<file path="src/rtl/tnn_pkg.sv">
// Shared definitions for the temporal neural network column: default sizes,
// neuron FSM states, derived-width helpers and the "no spike" encoding.
package tnn_pkg;

    localparam int DEF_RECEPTIVE_FIELD = 8;
    localparam int DEF_WBITS           = 3;
    localparam int DEF_GAMMA_CYCLES    = 16;
    localparam int DEF_THRESHOLD       = 8;

    typedef enum logic [1:0] {
        IDLE,
        INTEGRATE,
        FIRED
    } state_t;

    // Potential never exceeds every synapse saturated at its maximum weight.
    function automatic int calc_pbits(input int rf, input int wbits);
        return $clog2(rf * ((2 ** wbits) - 1) + 1);
    endfunction

    function automatic int calc_tbits(input int gamma_cycles);
        return $clog2(gamma_cycles + 1);
    endfunction

    // Truncated to the spike-time width at the point of use; stays all-ones.
    localparam logic [31:0] NO_SPIKE = '1;

endpackage

</file>
<file path="src/rtl/rnl_synapse.sv">
// One ramp-no-leak synapse: remembers whether its line has spiked this gamma,
// and contributes one unit per cycle until its ramp reaches the latched weight.
module rnl_synapse
    import tnn_pkg::*;
#(
    parameter int WBITS = DEF_WBITS
) (
    input  logic             clk,
    input  logic             rst_n,
    input  logic             i_start,
    input  logic             i_en,
    input  logic             i_spike,
    input  logic [WBITS-1:0] i_weight,
    output logic             o_c
);

    logic             r_active;
    logic [WBITS-1:0] r_ramp;
    logic [WBITS-1:0] r_weight;

    logic             w_active_eff;
    logic [WBITS-1:0] w_ramp_eff;
    logic [WBITS-1:0] w_weight_eff;
    logic             w_new;
    logic             w_c;

    // The gamma_start cycle is t=0 of a fresh gamma, so stale state is masked.
    assign w_active_eff = i_start ? 1'b0 : r_active;
    assign w_ramp_eff   = i_start ? '0 : r_ramp;
    assign w_weight_eff = i_start ? i_weight : r_weight;

    assign w_new = i_spike & ~w_active_eff;
    assign w_c   = i_en & (w_active_eff | w_new) & (w_ramp_eff < w_weight_eff);
    assign o_c   = w_c;

    // NOTE: sequential state uses non-blocking assignments so every register
    // samples pre-edge values regardless of statement order.
    always_ff @(posedge clk) begin
        if (!rst_n) begin
            r_active <= 1'b0;
            r_ramp   <= '0;
            r_weight <= '0;
        end else if (i_en) begin
            r_active <= w_active_eff | w_new;
            r_ramp   <= w_ramp_eff + WBITS'(w_c);
            if (i_start) begin
                r_weight <= i_weight;
            end
        end
    end

endmodule

</file>
<file path="src/rtl/rnl_temporal_neuron.sv">
// SRM0-RNL temporal neuron: integrates ramp responses over one gamma cycle and
// fires once, reporting the cycle at which the body potential reached threshold.
module rnl_temporal_neuron
    import tnn_pkg::*;
#(
    parameter int RECEPTIVE_FIELD = DEF_RECEPTIVE_FIELD,
    parameter int WBITS           = DEF_WBITS,
    parameter int THRESHOLD       = DEF_THRESHOLD,
    parameter int GAMMA_CYCLES    = DEF_GAMMA_CYCLES,
    localparam int PBITS          = calc_pbits(RECEPTIVE_FIELD, WBITS),
    localparam int TBITS          = calc_tbits(GAMMA_CYCLES)
) (
    input  logic                             clk,
    input  logic                             rst_n,
    input  logic                             gamma_start,
    input  logic [RECEPTIVE_FIELD-1:0]       spikes_in,
    input  logic [RECEPTIVE_FIELD*WBITS-1:0] weights,
    output logic                             spike_out,
    output logic [TBITS-1:0]                 spike_time,
    output logic [PBITS-1:0]                 potential,
    output logic                             gamma_done,
    output logic                             busy
);

    localparam logic [PBITS-1:0] THR       = PBITS'(THRESHOLD);
    localparam logic [TBITS-1:0] T_LAST    = TBITS'(GAMMA_CYCLES - 1);
    localparam logic [TBITS-1:0] T_NOSPIKE = TBITS'(NO_SPIKE);

    state_t                     r_state;
    logic [TBITS-1:0]           r_t;
    logic [PBITS-1:0]           r_potential;
    logic                       r_spike_out;
    logic [TBITS-1:0]           r_spike_time;
    logic                       r_gamma_done;

    state_t                     w_state_eff;
    state_t                     w_state_next;
    logic                       w_busy;
    logic                       w_en;
    logic                       w_fire;
    logic                       w_done;
    logic [TBITS-1:0]           w_t;
    logic [RECEPTIVE_FIELD-1:0] w_c;
    logic [PBITS-1:0]           w_pop;
    logic [PBITS-1:0]           w_pot_base;
    logic [PBITS-1:0]           w_pot_next;

    assign w_busy      = (r_state != IDLE);
    assign w_en        = gamma_start | w_busy;
    assign w_t         = gamma_start ? '0 : r_t;
    assign w_state_eff = gamma_start ? INTEGRATE : r_state;

    for (genvar i = 0; i < RECEPTIVE_FIELD; i++) begin : g_syn
        rnl_synapse #(
            .WBITS(WBITS)
        ) u_syn (
            .clk     (clk),
            .rst_n   (rst_n),
            .i_start (gamma_start),
            .i_en    (w_en),
            .i_spike (spikes_in[i]),
            .i_weight(weights[i*WBITS +: WBITS]),
            .o_c     (w_c[i])
        );
    end

    // NOTE: every always_comb output gets a default first so no path leaves it
    // unassigned, which would otherwise infer a latch.
    always_comb begin
        w_pop = '0;
        for (int i = 0; i < RECEPTIVE_FIELD; i++) begin
            w_pop = w_pop + PBITS'(w_c[i]);
        end
    end

    assign w_pot_base = gamma_start ? '0 : r_potential;
    assign w_pot_next = w_pot_base + w_pop;

    always_comb begin
        w_state_next = r_state;
        w_fire       = 1'b0;
        w_done       = 1'b0;
        case (w_state_eff)
            INTEGRATE: begin
                w_state_next = INTEGRATE;
                if (w_pot_next >= THR) begin
                    w_fire       = 1'b1;
                    w_state_next = FIRED;
                end
            end
            FIRED:   w_state_next = FIRED;
            default: w_state_next = IDLE;
        endcase
        // Last cycle of the gamma wins over staying in INTEGRATE/FIRED.
        if (w_en && (w_t == T_LAST)) begin
            w_state_next = IDLE;
            w_done       = 1'b1;
        end
    end

    always_ff @(posedge clk) begin
        if (!rst_n) begin
            r_state <= IDLE;
        end else begin
            r_state <= w_state_next;
        end
    end

    always_ff @(posedge clk) begin
        if (!rst_n) begin
            r_t          <= '0;
            r_potential  <= '0;
            r_spike_out  <= 1'b0;
            r_spike_time <= T_NOSPIKE;
            r_gamma_done <= 1'b0;
        end else begin
            r_spike_out  <= w_fire;
            r_gamma_done <= w_done;
            if (w_en) begin
                r_t         <= w_t + TBITS'(1);
                r_potential <= w_pot_next;
            end
            if (w_fire) begin
                r_spike_time <= w_t;
            end else if (gamma_start) begin
                r_spike_time <= T_NOSPIKE;
            end
        end
    end

    assign spike_out  = r_spike_out;
    assign spike_time = r_spike_time;
    assign potential  = r_potential;
    assign gamma_done = r_gamma_done;
    assign busy       = w_busy;

endmodule

</file>
<file path="config.mk">
export PLATFORM = sky130hd
export DESIGN_NAME = rnl_temporal_neuron
export DESIGN_NICKNAME = d
export VERILOG_FILES = /design/src/rtl/tnn_pkg.sv /design/src/rtl/rnl_synapse.sv /design/src/rtl/rnl_temporal_neuron.sv
export SDC_FILE = /design/constraint.sdc
export NUM_CORES = 1
export LEC_CHECK = 0
export ABC_AREA = 1
export CORE_MARGIN = 10
export CORE_UTILIZATION = 55
export DETAILED_ROUTE_END_ITERATION = 10
export DONT_BUFFER_PORTS = 1
export GPL_TIMING_DRIVEN = 0
export PLACE_DENSITY = 0.76
export SYNTH_ARGS = -nofsm -noshare
export SYNTH_HDL_FRONTEND = slang
export SYNTH_HIERARCHICAL = 1
export SYNTH_SLANG_ARGS = --single-unit
export TNS_END_PERCENT = 10
</file>
<file path="constraint.sdc">
create_clock -name clk -period 10.6 [get_ports clk]
set_input_delay 2.12 -clock clk [delete_from_list [all_inputs] [get_ports clk]]
set_output_delay 2.12 -clock clk [all_outputs]
set_load 0.02 [all_outputs]
</file>
==> flow_summary.json <==
{
  "outcome": "finished, final reports clean",
  "grt_pass1_vias": 3604,
  "io_buffer_count": 0,
  "first_iter_violations": 160,
  "io_pins": 49,
  "p_int_uw": 597,
  "critical_path.max_fanout": 73,
  "maxCapViolCount": 0,
  "track_usage": 0.151,
  "synthesis.instances": 625,
  "synthTopCellsByArea": "dfxtp_1 33%, ha_1 11%, nand2_1 8.7%",
  "seq_power_share": 0.407,
  "die_w_um": 112,
  "grt_max_degree": 74,
  "worst_ep_arrival_time_ns": 6.56,
  "power.switching_uw": 269,
  "grt_antenna_before_repair": 0,
  "grt-ovfl-total": 0,
  "cts_max_level": 3,
  "drive_above_1_share": 0.125,
  "fin_crit_ns": 6.32,
  "firstDrtPassIters": 4,
  "place_congestion": 0.801,
  "fin_util": 0.613,
  "antenna_left": 0,
  "fill_cells": 723,
  "num_vias": 3802,
  "wl_met2_mm": 4.41,
  "ctsRootBufferMaster": "clkbuf_8",
  "end_kind": "register",
  "clock_latency_ns": 0.35,
  "clkSinkCount": 76,
  "synth-seq-area-share": 0.328,
  "yosys.area.top_type": "dfxtp_1",
  "timing.fmax_mhz": 158,
  "dieHeight_um": 112,
  "synth_seq_cells": 76,
  "wirelength_mm": 9.28,
  "ir_worst_vdd_mv": 0.112,
  "yosysTopAreaCellShare": 0.328,
  "rows": 33,
  "ys_warn_count": 6,
  "cts_max_path_buffers": 2,
  "drt-met1-wl_mm": 4.11,
  "combinationalPowerShare": 0.252,
  "period_share": 0.597,
  "powerDensity_mw_per_mm2": 172,
  "grt_pass1_wl_mm": 16.0,
  "met3_length_um": 585,
  "whs_ns": 0.458,
  "slew_headroom": 0.493,
  "hold_path.class": "register to register",
  "setup_tns_ns": 0,
  "yosys_most_used_dff": "dfxtp_1",
  "multiInputGateArea_sq_mm": 0.00256,
  "cts_tree": "yes",
  "die_area_sq_mm": 0.0125,
  "cts_hold_buffers": 0,
  "yosys-top-cells-count": "107 x nand2_1, 90 x nor2_1, 81 x inv_1",
  "slew_violations": 0,
  "async_flop_share": 0,
  "regArea_sq_mm": 0.00152,
  "synth_most_common_cell": "nand2_1",
  "wl_per_cell_um": 12.5,
  "path_class": "primary input to register",
  "layout.nets": 718,
  "drc_errors": 0,
  "final_hold_viol_count": 0,
  "synth_area_per_cell_sq_um": 7.41,
  "worstMarginPinSlew_ns": 0.760,
  "setup-violations-final": 0,
  "vias_per_cell": 5.10,
  "p_clk_frac": 0.341,
  "synthToLayoutAreaGrowth_pct": 8.70,
  "finalClockSkew_ns": 0.00689,
  "clk_pin_slew_ns": 0.08,
  "synth_area_sq_mm": 0.00463,
  "total_power_uw": 866,
  "syn-num-nets": 707,
  "highest_layer": "met4",
  "rsz0062_at_grt": "no",
  "hpwl_mm": 6.86,
  "core_sq_mm": 0.00822,
  "ctsResizeCount": 0,
  "synth_edf_count": 0,
  "startpoint_type": "primary input",
  "critPathRequiredTime_ns": 10.83,
  "antenna_cells": 0,
  "post_cts_buffers": 0,
  "initial_utilization": 0.564,
  "p_sw_frac": 0.311,
  "ys_types": 32,
  "p_leak_nw": 2.51,
  "numCtsBuffers": 9
}
worst max-delay path, stage by stage:
cell	delay (ns)
buf_6	0.14
nor2_1	0.07
inv_1	0.07
buf_4	0.62
nand3_1	0.15
nor2_1	0.29
fa_1	0.47
inv_1	0.09
fa_1	0.43
fa_1	0.50
inv_1	0.05
fa_1	0.38
inv_1	0.10
fa_1	0.17
inv_1	0.06
nand3_1	0.09
nand2_1	0.07
nand2_1	0.06
nand2_1	0.09
nor2_4	0.14
nand2_4	0.09
nand2_4	0.11
nand3_2	0.06
nand2_1	0.05
nand2_1	0.04
per-layer routing:
layer  GRT usage  vias up
met5           0        -
met4      0.0583        0
met3      0.0526       16
met2       0.254       62
met1       0.170     1691
li1            -     2033
path summary, 6_finish.rpt:
check	start	endpoint	slack [ns]	cells after the start
setup / recovery	gamma_start	spike_time[0]$_SDFFE_PN1P_	4.28	25
hold / removal	g_syn[3].u_syn/r_ramp[1]$_SDFFE_PN0P_	g_syn[3].u_syn/r_ramp[1]$_SDFFE_PN0P_	0.46	2
setup reg to reg	r_state[1]$_SDFF_PP0_	spike_time[0]$_SDFFE_PN1P_	5.66	26
hold reg to reg	g_syn[3].u_syn/r_ramp[1]$_SDFFE_PN0P_	g_syn[3].u_syn/r_ramp[1]$_SDFFE_PN0P_	0.46	2
final cells by class:
type	instances	share of cell area
sequential	76	0.302
multi-input combinational	436	0.509
buffer	14	0.0263
inverter	99	0.0827
tap	105	0.0261
clock inverter	4	0.0239
clock buffer	11	0.0301
cells in the final DEF, fill, tap and decap left out, types with 3 or more instances in the layout:
master	count
a211oi_1	3
a21boi_2	8
a21oi_1	37
a31oi_1	8
buf_6	10
bufinv_16	4
clkbuf_8	11
clkinv_1	8
dfxtp_1	76
fa_1	5
ha_1	42
inv_1	81
inv_6	9
mux2i_1	16
nand2_1	107
nand2_2	27
nand3_1	22
nand4_1	5
nor2_1	90
nor3_1	3
o21ai_0	36
o21ai_1	16
power by group through the flow:
stage               Clock (mW)  Sequential (mW)  Combinational (mW)
finish                   0.295            0.352               0.219
global route             0.314            0.357               0.256
CTS                      0.304            0.353               0.220
detailed placement           0            0.359               0.217
global placement             0            0.357               0.210
floorplan                    0            0.352               0.178
cell families after synthesis:
| group | after synthesis | share of synthesized area |
|---|---|---|
| AOI/OAI and AO/OA | 112 | 0.139 |
| adders and majority gates | 47 | 0.135 |
| buffers and inverters | 113 | 0.119 |
| DFF | 76 | 0.328 |
| muxes | 16 | 0.0346 |
| and+or+nand+nor | 261 | 0.244 |
metrics by stage:
stage                     cell area [sq um]  cells  setup WS, ns
after floorplan                        4630    625          4.54
after global placement                 4760    730          3.96
after detailed placement               4760    730          3.90
after CTS                              5040    745          4.28
after global routing                   5040    745          3.89
final                                  5040    745          4.28
sequential cells by signal (all words and copies together), names as in the netlist:
register and flops:
spike_out 1, g_syn.u_syn/r_ramp 24, spike_time 5, r_state 2, r_t 5, gamma_done 1, g_syn.u_syn/r_active 8, potential 6
g_syn.u_syn/r_weight 24
Power figures use the tool's default switching activity.
